File: src/rtl/pointwise_out_axis_serializer_pkg.sv
// Shared accelerator package: default widths, serializer state encoding,
// and constant helpers for beat count and partial-beat keep mask.
package cnn_accel_pkg;

    localparam int DEF_DATA_W = 8;

    typedef enum logic {
        IDLE = 1'b0,
        SEND = 1'b1
    } state_t;

    function automatic int ceil_div(input int a, input int b);
        return (a + b - 1) / b;
    endfunction

    // Low (cout % lanes) bits set; a full beat when cout divides evenly.
    function automatic logic [63:0] last_keep(input int cout, input int lanes);
        int r;
        r = cout % lanes;
        if (r == 0) r = lanes;
        return (64'(1) << r) - 64'(1);
    endfunction

endpackage

File: src/rtl/pointwise_out_axis_serializer_if.sv
// AXI-Stream bundles: wide result-vector input and keep/last output beats.
// Producer side drives master, consumer side uses slave.
interface pointwise_out_axis_serializer_if #(
    parameter int DATA_BITS = 512
);
    logic                 tvalid;
    logic                 tready;
    logic [DATA_BITS-1:0] tdata;

    modport master (output tvalid, output tdata, input tready);
    modport slave  (input tvalid, input tdata, output tready);
endinterface

interface pointwise_out_axis_serializer_m_if #(
    parameter int DATA_BITS = 64,
    parameter int KEEP_BITS = 8
);
    logic                 tvalid;
    logic                 tready;
    logic [DATA_BITS-1:0] tdata;
    logic [KEEP_BITS-1:0] tkeep;
    logic                 tlast;

    modport master (output tvalid, output tdata, output tkeep,
                    output tlast, input tready);
    modport slave  (input tvalid, input tdata, input tkeep,
                    input tlast, output tready);
endinterface

File: src/rtl/pointwise_out_axis_serializer_axis_beat_mux.sv
// Selects one beat of lanes from the held result vector, zero-filling
// lanes past COUT, and derives tkeep/tlast for that beat.
module axis_beat_mux
    import cnn_accel_pkg::*;
#(
    parameter int DATA_W     = DEF_DATA_W,
    parameter int COUT       = 64,
    parameter int BEAT_LANES = 8,
    parameter int NUM_BEATS  = ceil_div(COUT, BEAT_LANES),
    parameter int BW         = (NUM_BEATS > 1) ? $clog2(NUM_BEATS) : 1
) (
    input  logic                         valid,
    input  logic [COUT*DATA_W-1:0]       buffer,
    input  logic [BW-1:0]                beat_cnt,
    output logic [BEAT_LANES*DATA_W-1:0] tdata,
    output logic [BEAT_LANES-1:0]        tkeep,
    output logic                         tlast
);
    localparam int BEAT_W = BEAT_LANES * DATA_W;
    localparam int DEPTH  = 2 ** BW;
    localparam int PAD_W  = DEPTH * BEAT_W;
    localparam logic [BW-1:0] LAST = BW'(NUM_BEATS - 1);
    localparam logic [BEAT_LANES-1:0] LAST_KEEP =
        BEAT_LANES'(last_keep(COUT, BEAT_LANES));

    logic [DEPTH-1:0][BEAT_W-1:0] padded;
    logic                         is_last;

    assign padded  = PAD_W'(buffer);
    assign is_last = (beat_cnt == LAST);

    // Outputs read zero whenever no beat is being presented.
    always_comb begin
        tdata = '0;
        tkeep = '0;
        tlast = 1'b0;
        if (valid) begin
            tdata = padded[beat_cnt];
            tkeep = is_last ? LAST_KEEP : '1;
            tlast = is_last;
        end
    end

endmodule

File: src/rtl/pointwise_out_axis_serializer.sv
// Holds one pointwise-conv result vector and streams it out as
// BEAT_LANES-wide AXI-Stream beats with tkeep/tlast and a frame interrupt.
module pointwise_out_axis_serializer
    import cnn_accel_pkg::*;
#(
    parameter int DATA_W     = DEF_DATA_W,
    parameter int COUT       = 64,
    parameter int BEAT_LANES = 8,
    parameter int CNT_W      = 16
) (
    input  logic                             clk,
    input  logic                             reset_n,
    pointwise_out_axis_serializer_if.slave   s_axis,
    pointwise_out_axis_serializer_m_if.master m_axis,
    output logic                             busy,
    output logic [CNT_W-1:0]                 frame_cnt,
    output logic                             o_intr
);
    localparam int NUM_BEATS = ceil_div(COUT, BEAT_LANES);
    localparam int BW = (NUM_BEATS > 1) ? $clog2(NUM_BEATS) : 1;
    localparam logic [BW-1:0] LAST = BW'(NUM_BEATS - 1);

    state_t                 state, state_n;
    logic [BW-1:0]          beat_cnt, beat_cnt_n;
    logic [COUT*DATA_W-1:0] buffer;
    logic                   m_hs, done, accept;

    assign busy          = (state == SEND);
    assign m_axis.tvalid = busy;
    assign m_hs          = busy & m_axis.tready;
    assign done          = m_hs & (beat_cnt == LAST);
    assign s_axis.tready = (state == IDLE) | done;
    assign accept        = s_axis.tvalid & s_axis.tready;

    // Next state and beat index; a new vector may load on the last beat.
    always_comb begin
        state_n    = state;
        beat_cnt_n = beat_cnt;
        unique case (state)
            IDLE: begin
                if (accept) begin
                    state_n    = SEND;
                    beat_cnt_n = '0;
                end
            end
            SEND: begin
                if (done) begin
                    state_n    = accept ? SEND : IDLE;
                    beat_cnt_n = '0;
                end else if (m_hs) begin
                    beat_cnt_n = beat_cnt + BW'(1);
                end
            end
            default: begin
                state_n    = IDLE;
                beat_cnt_n = '0;
            end
        endcase
    end

    // State and beat counter registers.
    always_ff @(posedge clk or negedge reset_n) begin
        if (!reset_n) begin
            state    <= IDLE;
            beat_cnt <= '0;
        end else begin
            state    <= state_n;
            beat_cnt <= beat_cnt_n;
        end
    end

    // Vector capture, completed-frame counter and one-cycle interrupt.
    always_ff @(posedge clk or negedge reset_n) begin
        if (!reset_n) begin
            buffer    <= '0;
            frame_cnt <= '0;
            o_intr    <= 1'b0;
        end else begin
            if (accept) buffer <= s_axis.tdata;
            if (done) frame_cnt <= frame_cnt + CNT_W'(1);
            o_intr <= done;
        end
    end

    axis_beat_mux #(
        .DATA_W     (DATA_W),
        .COUT       (COUT),
        .BEAT_LANES (BEAT_LANES)
    ) u_mux (
        .valid    (busy),
        .buffer   (buffer),
        .beat_cnt (beat_cnt),
        .tdata    (m_axis.tdata),
        .tkeep    (m_axis.tkeep),
        .tlast    (m_axis.tlast)
    );

endmodule

File: src/flat_wrapper.sv
// flat-port wrapper written by rule: the top's interface ports become plain ports
module pointwise_out_axis_serializer_flat import cnn_accel_pkg::*;
#(
    parameter int DATA_W     = DEF_DATA_W,
    parameter int COUT       = 64,
    parameter int BEAT_LANES = 8,
    parameter int CNT_W      = 16
)
  (clk, reset_n, busy, frame_cnt, o_intr, s_axis_tvalid, s_axis_tdata, s_axis_tready, m_axis_tvalid, m_axis_tdata, m_axis_tkeep, m_axis_tlast, m_axis_tready);
  pointwise_out_axis_serializer_if #(.DATA_BITS(512)) s_axis_i ();
  pointwise_out_axis_serializer_m_if #(.DATA_BITS(64), .KEEP_BITS(8)) m_axis_i ();
  input  logic clk;
  input  logic reset_n;
  output logic busy;
  output logic [CNT_W-1:0] frame_cnt;
  output logic o_intr;
  input wire logic [$bits(s_axis_i.tvalid)-1:0] s_axis_tvalid;
  input wire logic [$bits(s_axis_i.tdata)-1:0] s_axis_tdata;
  output wire logic [$bits(s_axis_i.tready)-1:0] s_axis_tready;
  output wire logic [$bits(m_axis_i.tvalid)-1:0] m_axis_tvalid;
  output wire logic [$bits(m_axis_i.tdata)-1:0] m_axis_tdata;
  output wire logic [$bits(m_axis_i.tkeep)-1:0] m_axis_tkeep;
  output wire logic [$bits(m_axis_i.tlast)-1:0] m_axis_tlast;
  input wire logic [$bits(m_axis_i.tready)-1:0] m_axis_tready;
  assign s_axis_i.tvalid = s_axis_tvalid;
  assign s_axis_i.tdata = s_axis_tdata;
  assign s_axis_tready = s_axis_i.tready;
  assign m_axis_tvalid = m_axis_i.tvalid;
  assign m_axis_tdata = m_axis_i.tdata;
  assign m_axis_tkeep = m_axis_i.tkeep;
  assign m_axis_tlast = m_axis_i.tlast;
  assign m_axis_i.tready = m_axis_tready;
  pointwise_out_axis_serializer #(.DATA_W(DATA_W), .COUT(COUT), .BEAT_LANES(BEAT_LANES), .CNT_W(CNT_W)) u_core (.clk(clk), .reset_n(reset_n), .s_axis(s_axis_i), .m_axis(m_axis_i), .busy(busy), .frame_cnt(frame_cnt), .o_intr(o_intr));
endmodule
File: config.mk
export PLATFORM = sky130hd
export DESIGN_NAME = pointwise_out_axis_serializer_flat
export DESIGN_NICKNAME = d
export VERILOG_FILES = /design/src/rtl/pointwise_out_axis_serializer_pkg.sv /design/src/rtl/pointwise_out_axis_serializer_if.sv /design/src/rtl/pointwise_out_axis_serializer_axis_beat_mux.sv /design/src/rtl/pointwise_out_axis_serializer.sv /design/src/flat_wrapper.sv
export SDC_FILE = /design/constraint.sdc
export NUM_CORES = 1
export LEC_CHECK = 0
export ABC_AREA = 1
export ABC_CLOCK_PERIOD_IN_PS = 1700
export CAP_MARGIN = 10
export CORE_UTILIZATION = 46
export DETAILED_ROUTE_END_ITERATION = 7
export PLACE_DENSITY = 0.77
export SYNTH_ARGS = -nofsm -noshare
export SYNTH_HDL_FRONTEND = slang
export SYNTH_HIERARCHICAL = 1
export SYNTH_SLANG_ARGS = --single-unit
File: constraint.sdc
create_clock -name clk -period 1.7 [get_ports clk]
set_input_delay 0.255 -clock clk [delete_from_list [all_inputs] [get_ports clk]]
set_output_delay 0.255 -clock clk [all_outputs]
set_load 0.01 [all_outputs]
==> key figures <==
Clocking
  • Htree depth: 2
  • CTS tree: yes
  • Num CTS Buffers: 58
  • Clock Tree Buf Depth: 3
  • Clock Latency Late Sink: ~610 ps
  • Clock Pin Slew Worst Setup and Hold Paths: ~60 ps
  • Sink Count: 533
  • CTS root buffer: clkbuf_16

Placed design
  • I/O Buffers: 608
  • Pre-CTS WS: -616 ps
  • DP Area: 35100 µm²
  • Cell count after placement: 5337
  • Placer congestion estimate: 0.959
  • Hpwl dp: 67800 µm

Synthesis
  • Synth area leaders: dfrtp_1 49%, nand2_1 33%, inv_1 7.3%
  • Sequential area share after synthesis: around 49%
  • Main flop type after synthesis: dfrtp_1
  • Most frequent cells after synthesis: 2406 x nand2_1, 533 x dfrtp_1, 532 x inv_1
  • Mean Syn Cell Area: 6.84 µm²
  • Number of synthesized register bits: ~530
  • Syn Nets: 4519
  • Most frequent cell after synthesis: nand2_1
  • EDFF count, synth: 0
  • Yosys top cell by area: dfrtp_1
  • Post-Syn Area: 27300 µm²
  • Synth async-reset ratio: 100%
  • Post-synth top area share: about 49%
  • Yosys warns: 6
  • Cell count after synthesis: 4000
  • Yosys cell types: 25

Timing
  • RSZ-0062 raised after global routing: true
  • Skew final: 16.5 ps
  • Worst slew pin tran: about 520 ps
  • Peak Freq: 384 MHz
  • Tcrit/Tclk final: 153%
  • Hold slack: 162 ps
  • Final Hold Viols: 0
  • Tmin final: between 2000 and 3000 ps
  • Max-slew headroom: 65.5%
  • Final Setup Violations: 625
  • Worst Setup Slack, final: -902 ps
  • Final TNS setup: -392420 ps
  • Slew Limit Fails: 0

Floorplan
  • Std-Cell Rows: 89
  • Initial core utilization: 46.4%
  • Die Wd: between 200 and 250 µm
  • Chip height: 246 µm
  • Die Area: 60400 µm²
  • CORE AREA: 58900 µm²
  • IO Pins: 609

Critical path
  • Setup crit end kind: output port
  • Startpoint Class: register
  • FF-to-FF path depth: 13
  • CP required: 1440 ps
  • Worst endpoint data arrival time: about 2400 ps
  • Critical path class: register to output port
  • Reg2reg end: u_core/buffer[140]
  • R2r setup slk: -750 ps
  • Worst Path Max Fanout: 7
  • FF-to-FF Start: u_core/beat_cnt[0]

Routing
  • Vias: 29400
  • Avg Vias per Cell: 5.24
  • Avg WL per Cell: 20.3 µm
  • Drt drc: 0
  • Post-DRT Antenna Nets: 0
  • Pre-antenna DRT Iters: 8
  • Initial DRC count: 3131
  • Routed wire length: 114000 µm

Pwr
  • Final Total Pwr: 76.8 mW
  • Max VDD drop: 1170 µV
  • Internal power: 44.4 mW
  • Sw frac: around 42%
  • Combinational Power Share: a little over half
  • P_sw: between 30 and 40 mW
  • Clock share of power: 18.0%
  • Seq pwr share: between 20 and 30%
  • Pwr Density: 1820 nW/µm²
  • Leakage: between 20 and 25 nW

Finish
  • Nets@finish: about 5300
  • Non-filler cells in the finished layout: roughly 5600
  • Area growth from synthesis to layout: 54.4%
  • Final Util: a little under three quarters
  • Fraction of layout cells with a size suffix above 1: 19.0%
  • Final Instance Area: ~42000 µm²

GRT
  • Total grt overflow: 0
  • Vias in the first global route: 27100
  • First-pass GRT wire length: 151000 µm
  • Largest net degree at the start of global routing: 96
  • Total Routing Usage GR: 32.5%
  • Initial antenna violation count: 23

Status
  • Status: finished with violations
  • Failing checks: setup timing

Hold path
  • Worst hold path type: input port to async pin

Job
  • Max Cap Violations: 0
==> cell type report <==
| cell class | count | area [µm²] |
|---|---|---|
| diodes | 23 | 57.6 |
| clock buffers | 84 | 1760 |
| clock inverters | 20 | 310 |
| fillers | 4154 | 16700 |
| inverters | 535 | 2070 |
| multi-input cells | 2715 | 12500 |
| flip-flops and latches | 533 | 13300 |
| well taps | 773 | 967 |
| repair buffers | 918 | 11100 |
| repair inverters | 5 | 76.3 |
==> critical path, cell delays in order, from the launching register on <==
cell and delay (ps):
dfrtp_4 450, buf_12 170, clkinv_16 90, buf_12 160, buf_12 150, buf_4 140, nand2_1 50, nand3_1 100
nand2_1 140, nand2_1 100, nand2_4 90, buf_6 100
==> cell families (layout without fill, tap and decap cells) <==
| kind of cell | count (synthesis) | after routing | synth area share [%] |
|---|---|---|---|
| buffers and inverters | 753 | 1562 | 12.4 |
| and+or+nand+nor | 2695 | 2696 | 38.3 |
| other | 0 | 23 | 0 |
| AOI/OAI and AO/OA | 7 | 7 | 0.133 |
| adders and majority gates | 3 | 3 | 0.137 |
| DFF | 533 | 533 | 48.8 |
| xor gates and xnor gates | 9 | 9 | 0.288 |
==> per-layer routing <==
layer	vias to the layer above	GRT usage (%)	part of all wire, %
met5	-	0	0
met4	0	17.5	6.5
met3	469	5.22	10
met2	1876	50.1	46
met1	13700	44.0	38
li1	13300	-	-
==> registers in the layout, summed over array words and instances, names as in the netlist <==
register,cells
u_core/o_intr,1
u_core/frame_cnt,16
u_core/buffer,512
u_core/beat_cnt,3
u_core/busy,1
==> what timing repair did <==
item | CTS | global route
endpoints found under the setup margin | 622 | 625
cloned | 27 | 66
hold endpoints to repair | 354 | 0
hold buffers | 1 | 0
pin swaps | 92 | 119
setup buffers | 44 | 10
resized for setup | 666 | 312
==> placed cells by master, fill, tap and decap left out, drive strengths merged, types with 2 or more instances in the layout <==
master,count
buf,328
bufinv,8
clkbuf,131
clkdlybuf4s50,541
clkinv,11
dfrtp,533
diode,23
ha,3
inv,540
nand2,2409
nand3,264
nand4,3
nor2,15
nor3,5
o21ai,5
xnor2,2
xor2,7
==> worst max-delay path by stage <==
stage / startpoint / to / slack, ps
finish: u_core/beat_cnt[0] / m_axis_tdata[14] / -900
floorplan: u_core/beat_cnt[0] / u_core/buffer[121] / -8
global route: u_core/beat_cnt[0] / m_axis_tdata[14] / -970
detailed placement: u_core/beat_cnt[0] / m_axis_tdata[12] / -620
CTS: u_core/beat_cnt[0] / m_axis_tdata[16] / -850
global placement: u_core/beat_cnt[0] / m_axis_tdata[11] / -570
==> power groups by stage <==
stage | Clock [mW] | Sequential [mW] | Combinational (mW)
after CTS | 13.8 | 22.2 | 35.0
after floorplan | 0 | 21.4 | 17.5
after global routing | 14.4 | 23.1 | 43.2
after detailed placement | 0 | 22.3 | 29.3
final | 13.8 | 22.5 | 40.5
after global placement | 0 | 22.1 | 28.8
No activity file was read; power rests on OpenSTA's default activity.
